**config.mk**
```make
export PLATFORM = sky130hd
export DESIGN_NAME = card_dealer
export DESIGN_NICKNAME = d
export VERILOG_FILES = /design/src/rtl/card_dealer_pkg.sv /design/src/rtl/card_decode.sv /design/src/rtl/card_dealer.sv
export SDC_FILE = /design/constraint.sdc
export NUM_CORES = 1
export LEC_CHECK = 0
export ABC_AREA = 1
export BUFFER_PORTS_ARGS = -buffer_cell sky130_fd_sc_hd__buf_2
export CAP_MARGIN = 20
export CORE_MARGIN = 10
export CORE_UTILIZATION = 35
export CTS_CLUSTER_DIAMETER = 40
export DETAILED_ROUTE_END_ITERATION = 8
export PLACE_DENSITY = 0.6
export REMOVE_ABC_BUFFERS = 1
export SYNTH_ARGS = -nofsm -noshare
export SYNTH_HDL_FRONTEND = slang
export SYNTH_SLANG_ARGS = --single-unit
```
**constraint.sdc**
```tcl
create_clock -name Clk -period 3.15 [get_ports Clk]
set_input_delay 0.1575 -clock Clk [delete_from_list [all_inputs] [get_ports Clk]]
set_output_delay 0.1575 -clock Clk [all_outputs]
set_load 0.03 [all_outputs]
```
**src/rtl/card_dealer_pkg.sv**
```systemverilog
// Shared deck constants and dealer state encoding for the card dealer
// and for the display/score logic that reuses card_decode.
package card_dealer_pkg;
    localparam int DECK_SIZE = 52;
    localparam int RANKS     = 13;
    localparam int SUITS     = 4;
    localparam int ADDR_W    = 6;

    typedef enum logic [1:0] {
        IDLE  = 2'd0,
        SEEK  = 2'd1,
        PROBE = 2'd2,
        DEAL  = 2'd3
    } state_t;

    // Mirror a 6-bit value so low counter bits, which change fastest, land in the MSBs.
    function automatic logic [ADDR_W-1:0] bit_rev6(input logic [ADDR_W-1:0] v);
        logic [ADDR_W-1:0] r;
        for (int i = 0; i < ADDR_W; i++) begin
            r[i] = v[ADDR_W-1-i];
        end
        return r;
    endfunction
endpackage

```
**src/rtl/card_decode.sv**
```systemverilog
// Combinational card address -> rank (1..13) / suit (0..3) decoder.
module card_decode
    import card_dealer_pkg::*;
(
    input  logic [ADDR_W-1:0] i_addr,
    output logic [3:0]        o_rank,
    output logic [1:0]        o_suit
);
    logic [ADDR_W-1:0] w_base;

    always_comb begin
        w_base = '0;
        o_suit = 2'd0;
        if (i_addr >= ADDR_W'(3 * RANKS)) begin
            w_base = ADDR_W'(3 * RANKS);
            o_suit = 2'd3;
        end else if (i_addr >= ADDR_W'(2 * RANKS)) begin
            w_base = ADDR_W'(2 * RANKS);
            o_suit = 2'd2;
        end else if (i_addr >= ADDR_W'(RANKS)) begin
            w_base = ADDR_W'(RANKS);
            o_suit = 2'd1;
        end
    end

    assign o_rank = 4'(i_addr - w_base + 6'd1);
endmodule

```
**src/rtl/card_dealer.sv**
```systemverilog
// Draws cards from a 52-card deck without repetition using a scrambled
// step from a free-running counter plus linear probing over dealt cards.
module card_dealer #(
    parameter int CNT_W     = 12,
    parameter int DECK_SIZE = 52
) (
    input  logic       Clk,
    input  logic       Rst,
    input  logic       New_Deck,
    input  logic       Draw_Req,
    output logic       Card_Valid,
    output logic [5:0] Card_Addr,
    output logic [3:0] Card_Rank,
    output logic [1:0] Card_Suit,
    output logic [5:0] Cards_Left,
    output logic       Deck_Empty,
    output logic       Busy,
    output logic       Draw_Err
);
    import card_dealer_pkg::*;

    localparam logic [5:0] LAST_A = 6'(DECK_SIZE - 1);
    localparam logic [5:0] FULL   = 6'(DECK_SIZE);

    state_t                 r_state, w_next;
    logic [CNT_W-1:0]       r_cnt;
    logic [5:0]             r_last, r_cand;
    logic [DECK_SIZE-1:0]   r_mask;
    logic [5:0]             r_left, r_addr;
    logic [3:0]             r_rank;
    logic [1:0]             r_suit;
    logic                   r_empty, r_valid, r_err;

    logic [5:0]             w_step, w_seek_cand, w_next_cand;
    logic [6:0]             w_sum;
    logic                   w_hit;
    logic [3:0]             w_rank;
    logic [1:0]             w_suit;
    logic                   w_cnt_unused;

    // Upper counter bits only scramble timing history; the step uses [5:0].
    assign w_cnt_unused = ^r_cnt;

    assign w_step = bit_rev6(r_cnt[5:0]);
    assign w_sum  = {1'b0, r_last} + {1'b0, w_step};

    always_comb begin
        if (w_sum >= 7'd104)
            w_seek_cand = 6'(w_sum - 7'd104);
        else if (w_sum >= 7'd52)
            w_seek_cand = 6'(w_sum - 7'd52);
        else
            w_seek_cand = w_sum[5:0];
    end

    assign w_hit       = ~r_mask[r_cand];
    assign w_next_cand = (r_cand == LAST_A) ? 6'd0 : r_cand + 6'd1;

    card_decode u_decode (
        .i_addr (r_cand),
        .o_rank (w_rank),
        .o_suit (w_suit)
    );

    always_comb begin
        w_next = r_state;
        case (r_state)
            IDLE:    if (Draw_Req && (r_left != 6'd0)) w_next = SEEK;
            SEEK:    w_next = PROBE;
            PROBE:   if (w_hit) w_next = DEAL;
            DEAL:    w_next = IDLE;
            default: w_next = IDLE;
        endcase
        if (New_Deck) w_next = IDLE;
    end

    always_ff @(posedge Clk) begin
        if (Rst) r_state <= IDLE;
        else     r_state <= w_next;
    end

    always_ff @(posedge Clk) begin
        if (Rst) begin
            r_cnt   <= '0;
            r_last  <= '0;
            r_cand  <= '0;
            r_mask  <= '0;
            r_left  <= FULL;
            r_empty <= 1'b0;
            r_addr  <= '0;
            r_rank  <= '0;
            r_suit  <= '0;
            r_valid <= 1'b0;
            r_err   <= 1'b0;
        end else begin
            r_cnt   <= r_cnt + 1'b1;
            r_valid <= 1'b0;
            r_err   <= 1'b0;
            if (New_Deck) begin
                r_mask  <= '0;
                r_left  <= FULL;
                r_empty <= 1'b0;
            end else begin
                case (r_state)
                    IDLE:  if (Draw_Req && (r_left == 6'd0)) r_err <= 1'b1;
                    SEEK:  r_cand <= w_seek_cand;
                    PROBE: if (!w_hit) r_cand <= w_next_cand;
                    DEAL: begin
                        r_mask[r_cand] <= 1'b1;
                        r_last         <= r_cand;
                        r_left         <= r_left - 6'd1;
                        r_empty        <= (r_left == 6'd1);
                        r_addr         <= r_cand;
                        r_rank         <= w_rank;
                        r_suit         <= w_suit;
                        r_valid        <= 1'b1;
                    end
                    default: ;
                endcase
            end
        end
    end

    assign Card_Valid = r_valid;
    assign Card_Addr  = r_addr;
    assign Card_Rank  = r_rank;
    assign Card_Suit  = r_suit;
    assign Cards_Left = r_left;
    assign Deck_Empty = r_empty;
    assign Busy       = (r_state != IDLE);
    assign Draw_Err   = r_err;
endmodule

```
======== Yosys cells after proc, flatten, opt, wreduce, memory -nomap -nowiden ========
Cells that the tools add are included.
storage, ports and cells
  register bits ........................... 93
  bits in latches ......................... 0
  memory bits (writable) .................. 0
  ROM bits ................................ 0
  input bits .............................. 4
  output and inout bits ................... 22
  logic and storage cells ................. 70
  memories kept ........................... 0
operators by class
  add/sub/neg operators ................... 8
  $mul .................................... 0
  divide/modulo/power cells ............... 0
  magnitude comparators ................... 7
  equality and inequality tests ........... 8
  shift operators ......................... 0
  mux-type cells .......................... 20
  bitwise operators ....................... 3
  reduce and logical (&&, ||, !) cells .... 13
operators with widths
  operator                                                                             count
  52-bit OR                                                                            1
  6-bit 2-to-1 mux                                                                     4
  12-bit by 1-bit adder with 12-bit output, second input constant                      1
  4-bit 2-to-1 mux                                                                     3
  6-bit case mux with 2 select lines                                                   1
  6-bit subtractor, second input constant                                              2
  2-bit 2-to-1 mux                                                                     4
  2-bit case mux with 4 select lines                                                   1
  6-bit by 6-bit adder with 7-bit output                                               1
  7-bit by 6-bit greater-or-equal comparator with 1-bit output, second input constant  1
  7-bit greater-or-equal comparator, second input constant                             1
  6-bit by 7-bit less-than comparator with 1-bit output, second input constant         1
  6-bit by 1-bit adder with 6-bit output, second input constant                        1
  1-bit binary-select mux with 6-bit select                                            1
  1-bit demux with 6-bit select                                                        1
  6-bit by 1-bit == test with 1-bit output, second input constant                      1
  6-bit == test, second input constant                                                 1
  6-bit by 1-bit greater-or-equal comparator with 1-bit output, second input constant  1
  6-bit by 4-bit greater-or-equal comparator with 1-bit output, second input constant  1
  6-bit by 5-bit greater-or-equal comparator with 1-bit output, second input constant  1
  6-bit greater-or-equal comparator, second input constant                             1
  6-bit zero test                                                                      1
  2-bit != test, second input constant                                                 3
  6-bit nonzero test                                                                   1
  14 further kinds                                                                     24

======== Depth between registers and ports, before layout ========
Gate-level depths: netlist of run 1.
  word-level depth ........................ 6
  mapped depth ............................ 20
  depth with buffers taken out ............ 20

======== Modules after synthesis ========
From an unflattened synthesis of run 1, not the netlist that was laid out.
unflattened totals
  cells, all modules ...................... 685
  area, all modules ....................... 4678.2 µm²
by module, submodules not included
  module       instances  cells each  area each (µm²)  sequential area each (µm²)
  card_dealer  1          640         4426.7           1741.7
  card_decode  1          45          251.5            0.0

======== Least setup slack after synthesis of run 1 ========
No wires, ideal clock.
  kind .................................... flip-flop to flip-flop
  start point ............................. register r_cand[0]
  end point ............................... register r_rank[3], in the netlist Card_Rank[3]
  setup time .............................. 0.115 ns
  arrival ................................. 2.699 ns
  data required time ...................... 3.035 ns
  slack ................................... 0.336 ns
  cell stages (with the launch flop) ...... 17
  path buffers ............................ 2
  clock period less this slack ............ 2.814 ns
  cell sequence ........................... dfxtp_1 inv_2 buf_2 buf_2 ha_1 o211ai_1 nand2_1 nand2_1 inv_1 ha_1 ha_1 fa_1 xnor2_1 xor2_1 xnor2_1 o21ai_0 inv_1
between the ends
  longest elaborated chain between the ends .. 6
  elaborated cells between the ends (all ways) .. 8
  classes of those cells .................. 2 x add/sub; 3 x order compare; 3 x mux
ends and longest elaborated chain
  what                                                          RTL line            text
  start, declared                                               card_dealer.sv:27   logic [5:0] r_last, r_cand;
  start signal, assigned                                        card_dealer.sv:106  SEEK: r_cand <= w_seek_cand;
  start signal, assigned                                        card_dealer.sv:107  PROBE: if (!w_hit) r_cand <= w_next_cand;
  6-bit by 4-bit greater-or-equal comparator with 1-bit output  card_decode.sv:20   end else if (i_addr >= ADDR_W'(RANKS)) begin
  4-bit 2-to-1 mux                                              card_decode.sv:20
  4-bit 2-to-1 mux                                              card_decode.sv:17   end else if (i_addr >= ADDR_W'(2 * RANKS)) begin
  4-bit 2-to-1 mux                                              card_decode.sv:14   if (i_addr >= ADDR_W'(3 * RANKS)) begin
  4-bit subtractor *                                            card_decode.sv:26   assign o_rank = 4'(i_addr - w_base + 6'd1);
  4-bit by 1-bit adder with 4-bit output *                      card_decode.sv:26
  end signal, assigned                                          card_dealer.sv:114  r_rank <= w_rank;
  end, declared                                                 card_dealer.sv:30   logic [3:0] r_rank;
Mark *: on every way between the ends. The rest lies on a longest branch, timed or not.
A chain may end at the register's enable or synchronous reset.

======== Worst setup path after layout of run 1 ========
  start point ............................. register r_cand[3]
  end point ............................... register r_rank[3], in the netlist Card_Rank[3]
Same word-level chain as after synthesis.

==> results.toml, run 1 <==
[run_status]
run_status = "finished, final reports clean"

[power]
p_per_area_mw_per_mm2 = 457
ir_worst_vdd_uv = 340
leakagePower_nw = 2.41
finalPower_mw = 2.37

[yosys]
synth-seq-cells = 87
ys_types = 35
synth-seq-area-share_pct = 38.0
avgSynthCellArea_um2 = 6.79
synthTopCellsByCount = "211 x nand2_1, 93 x nor2_1, 87 x dfxtp_1"
synth-edff-count = 0
async_flop_share_pct = 0
synth_area_mm2 = 0.00458
ys.flop_type = "dfxtp_1"
postSynthCellCount = 675
synthTopCellsByArea = "dfxtp_1 38%, nand2_1 17%, a21oi_1 7.9%"
ys_warn_count = 0
yosys.area.top_type = "dfxtp_1"
synth_top_area_share_pct = 38.0
yosysMostFrequentCell = "nand2_1"

[flow_run]
drv_cap = 0

[timing]
slew_headroom_pct = 45.5
fin_setup_tns_ps = 0
period_share_pct = 91.5
final-max-slew-violation-count = 0
worstMarginPinSlew_ps = 809
skew_ps = 11.5
fmax_mhz = 347
grt_setup_unrepaired = "false"
period_minus_slack_ps = 2880
finalHoldViolations = 0
setup_violations = 0
hold_ws_ps = 66.1

[place]
place_hpwl_um = 7950
placed_area_mm2 = 0.00489
gp_congestion = 0.870
port_buffers = 25

[clock_network]
clkLatencyLatePin_ps = 340
post_cts_buffers = 0
htreeDepth = 3
clkTransAtPathRegs_ps = 70
clk_path_buf_depth = 2
cts_tree = "yes"
cts-resized-gates = 0
cts.sink_count = 87
cts_buffers = 9
cts_root_buffer = "clkbuf_16"
holdBufCountCts = 0

[global_routing]
grt_pass1_wl_um = 19500
grt_max_degree = 53
groute.usage.overall_pct = 13.0
grt_pass1_vias = 4177
grt_overflow = 0
antenna_found_initial = 0

[min_path]
hold_start = "Draw_Req"
hold_class = "input pin to register"

[floorplanning]
rows = 41
io_pins = 26
fp.dieH_um = 134
core-area_mm2 = 0.0127
die_w_um = 134
die-area_mm2 = 0.0181
initial_core_util_pct = 36.0

[critical_path]
r2r_start = "r_cand[3]$_SDFFE_PP0P_"
critPathKind = "register to register"
critPathCaptureType = "register"
cp_max_fo = 10
reg2reg_slack_ps = 270
crit_required_ps = 3390
setup.worst_path.start = "r_cand[3]$_SDFFE_PP0P_"
crit_arrival_ps = 3120
cp-start-kind = "register"

[drt]
ant_nets = 0
routed.top_layer = "met4"
detail_route.wl_per_cell_um = 12.7
drt_iter0_drc = 249
met2_length_um = 5120
drt-met1-wl_um = 5380
vias = 4199
firstDrtPassIters = 5
wl_met3_um = 528
post-route-drc-count = 0
postRouteWirelength_um = 11200
via_per_inst = 4.79

[cells_and_area]
n_fill_cell = 1395
seqCellArea_mm2 = 0.00174
area_delta_synth_final_pct = 13.3
antenna_cells = 0
drive_gt1_share_pct = 9.38
nNetsFinal = 733
stdcell_area_mm2 = 0.00519
multi_input_comb_area_mm2 = 0.00249
sequential cells by signal (all words and copies together) (netlist names), 2 cells and up:
register and flops:
r_mask 52, Cards_Left 6, r_state 2, Card_Rank 4, r_cand 6, Card_Suit 2
Card_Addr 6, r_cnt 6
cell families (layout without fill, tap and decap cells):
logic type               after synthesis  after routing  share of synthesized area [%]
AO/OA/AOI/OAI                        106            106                           11.9
buffers and inverters                 84            113                           7.65
AND/OR/NAND/NOR                      356            356                           31.6
flip-flops                            87             87                           38.0
adder cells (fa/ha/maj)               30             30                           8.52
XOR/XNOR                              12             12                           2.29
worst paths after layout:
check	end	cells after the start
setup reg to reg	Card_Rank[3]$_SDFFE_PP0P_	13
hold / removal	Draw_Err$_SDFF_PP0_	3
setup / recovery	Card_Rank[3]$_SDFFE_PP0P_	13
hold reg to reg	r_mask[28]$_SDFFE_PP0P_	2
cell type report:
class                   count  area share [%]
inverters                  58            4.19
clock buffers              10            4.41
repair buffers             39            4.43
flip-flops and latches     87            33.6
clock inverters             6            1.30
multi-input cells         504            48.0
well taps                 172            4.15
power by group:
| group | total [mW] | internal [mW] | switching (mW) |
|---|---|---|---|
| combinational | 0.187 | 0.0566 | 0.130 |
| clock | 1.07 | 0.620 | 0.446 |
| sequential | 1.12 | 1.11 | 0.0114 |
| total | 2.37 | 1.79 | 0.588 |
worst max-delay path, stage by stage, from the launching register on:
cell and delay (ps):
dfxtp_1 430, nand2_1 140, inv_1 80, a221oi_1 470, inv_1 90, ha_1 280
inv_1 40, ha_1 200, fa_1 390, xnor2_1 180, xor2_1 200, xnor2_1 90
o21ai_0 140, inv_1 50
metal layers:
metal	global-route usage, %	vias up
met1	16.5	1899
met3	3.66	13
li1	-	2200
met2	20.9	87
met4	3.69	0
met5	0	-
layout by cell type (no fill, tap or decap), types with 2 or more instances in the layout:
cell type,count
o21ai_0,25
xor2_1,8
nor2_1,93
o211ai_1,3
inv_2,3
buf_2,25
buf_4,14
dfxtp_1,87
ha_1,28
xnor2_1,4
nand3_1,21
fa_1,2
clkinv_2,2
nor4_1,4
nor3_2,3
a31oi_1,3
nand4_1,5
clkbuf_16,9
nand3b_1,2
nor2_2,3
a21oi_1,72
inv_1,54
nand2_1,211
nor3_1,9
through the flow:
stage	worst slack [ps]	instances	util (%)
after floorplan	-326	649	-
after global placement	417	860	38.5
after detailed placement	249	860	38.5
after CTS	224	876	40.8
after global routing	45.7	876	40.8
final	267	876	40.8
No activity file was read; power rests on OpenSTA's default activity.
==> run 2, diff against run 1 <==
==> constraint.sdc (replaced) <==
create_clock -name Clk -period 3.15 [get_ports Clk]
set_input_delay 0.315 -clock Clk [delete_from_list [all_inputs] [get_ports Clk]]
set_output_delay 0.315 -clock Clk [all_outputs]
set_load 0.03 [all_outputs]
==> run 2 against run 1 <==
Against the previous run:
- worst setup slack improved by 100 ps
- cell count fell by 0.11%
- register-to-register slack improved by 100 ps
- flip-flop and latch count did not move
- die area did not move
- design area rose by 0.92%
- hold slack improved by 160 ps
- utilization rose by 0.37 points
- combinational power barely moved
- count of clock-buffer cells in the layout fell by 1
==> results.toml, run 2 (synthesis gave the netlist of run 1 again) <==
[drt]
firstDrtPassIters = 5
post-route-drc-count = 0
detail_route.wl_per_cell_um = 13.1
via_per_inst = 4.91
vias = 4296
ant_nets = 0
postRouteWirelength_um = 11500
drt_iter0_drc = 253

[cells_and_area]
largest_reg_flops = 52
drive_gt1_share_pct = 9.53
finish.utilization_pct = 41.2
nNetsFinal = 732
largest-register = "r_mask"
area_delta_synth_final_pct = 14.3
mostFrequentLayoutCells = "211 x nand2_1, 93 x nor2_1, 87 x dfxtp_1"
stdcell_area_mm2 = 0.00524
mostFrequentLayoutCell = "nand2_1"
antenna_cells = 0

[global_routing]
grt_pass1_vias = 4035
grt_pass1_wl_um = 19400
antenna_found_initial = 0
grt_max_degree = 53
grt_overflow = 0
groute.usage.overall_pct = 12.9

[timing]
grt_setup_unrepaired = "false"
period_share_pct = 88.3
fmax_mhz = 359
slew_headroom_pct = 36.2
final-max-slew-violation-count = 0
timing.final.ws_setup_ps = 368
period_minus_slack_ps = 2780
skew_ps = 6.20
setup_violations = 0
worstMarginPinSlew_ps = 949
finalHoldViolations = 0
hold_ws_ps = 226

[power]
p_per_area_mw_per_mm2 = 486
comb_power_share_pct = 7.3
p_switching_mw = 0.604
leakagePower_nw = 2.43
internal_power_mw = 1.94
power.share.sequential_pct = 44.0
finalPower_mw = 2.55
ir_worst_vdd_uv = 306
switching_share_pct = 23.7
clock_power_share_pct = 48.7

[critical_path]
path_delay_family = "adder cells"
crit_chain = "nand2_1, inv_1, a221oi_2, inv_1, ha_1, inv_1, ha_1, fa_1, xnor2_1, xor2_1, xnor2_1, o21ai_0, inv_1"
cp_common_cell = "inv_1"
critPathKind = "register to register"
path_buf_inv = 4
r2r_start = "r_cand[3]$_SDFFE_PP0P_"
critPathCaptureType = "register"
setup.worst_path.start = "r_cand[3]$_SDFFE_PP0P_"
critPathSlowestCell = "dfxtp_1"
crit_arrival_ps = 3030
cp_max_fo = 10
max_stage_delay_ps = 440
crit_required_ps = 3400
cp-start-kind = "register"

[place]
placed_area_mm2 = 0.00489
gp_congestion = 0.905
place_ws_ps = 273
place_hpwl_um = 8050
port_buffers = 25

[clock_network]
cts_buffers = 9
post_cts_buffers = 0
cts.sink_count = 87
cts_root_buffer = "clkbuf_16"
cts-resized-gates = 0
clkLatencyLatePin_ps = 350
htreeDepth = 3
holdBufCountCts = 0
clk_path_buf_depth = 2
clkTransAtPathRegs_ps = 60
cts_tree = "yes"

[floorplanning]
fp.dieH_um = 134
core-area_mm2 = 0.0127
die_w_um = 134
rows = 41
io_pins = 26
initial_core_util_pct = 36.0
die-area_mm2 = 0.0181

[flow_run]
drv_cap = 0

[run_status]
run_status = "finished, final reports clean"

[min_path]
hold_class = "input pin to register"
hold_start = "Draw_Req"
run 2: cell count changes in the layout (fill, tap and decap cells not counted):
cell,before,now
bufinv_16,1,3
clkinv_4,0,1
a221oi_2,0,1
a221oi_1,1,0
clkbuf_1,1,0
inv_6,1,0
clkinvlp_4,1,0
buf_4,14,13
run 2: final timing paths:
path | end | slack [ps] | cells past startpoint
setup / recovery | Card_Rank[3]$_SDFFE_PP0P_ | 370 | 13
hold reg to reg | r_mask[8]$_SDFFE_PP0P_ | 450 | 2
hold / removal | Draw_Err$_SDFF_PP0_ | 230 | 3
setup reg to reg | Card_Rank[3]$_SDFFE_PP0P_ | 370 | 13
run 2: layout make-up:
type | count | area [µm²]
fill | 1372 | 7480
multi-input combinational | 504 | 2500
sequential | 87 | 1740
clock buffer | 9 | 225
timing repair buffer | 38 | 223
inverter | 58 | 218
tap | 172 | 215
clock inverter | 7 | 120
run 2: worst register-to-register path, stage by stage (launching register included):
cell and delay (ps):
dfxtp_1 440, nand2_1 150, inv_1 80, a221oi_2 340, inv_1 90, ha_1 290
inv_1 50, ha_1 210, fa_1 380, xnor2_1 190, xor2_1 190, xnor2_1 90
o21ai_0 130, inv_1 50
run 2: per-stage QoR:
| step | setup TNS (ps) | instances |
|---|---|---|
| after floorplan | -326 | 649 |
| after global placement | 0 | 859 |
| after detailed placement | 0 | 859 |
| after CTS | 0 | 875 |
| after global routing | 0 | 875 |
| final | 0 | 875 |
run 2: power groups by stage:
| stage | Sequential [mW] | Clock, mW | Combinational (mW) |
|---|---|---|---|
| 2_1_floorplan | 1.15 | 0 | 0.119 |
| 3_3_place_gp | 1.14 | 0 | 0.183 |
| 3_5_place_dp | 1.15 | 0 | 0.187 |
| 4_1_cts | 1.12 | 1.27 | 0.188 |
| 5_1_grt | 1.12 | 1.31 | 0.210 |
| 6_report | 1.12 | 1.24 | 0.187 |
run 2: metal layers:
| layer | up-vias | share of wire (%) | track usage (%) |
|---|---|---|---|
| li1 | 2195 | - | - |
| met1 | 1985 | 47 | 16.2 |
| met2 | 96 | 47 | 20.8 |
| met3 | 20 | 5.1 | 3.62 |
| met4 | 0 | 1.5 | 4.17 |
| met5 | - | 0 | 0 |
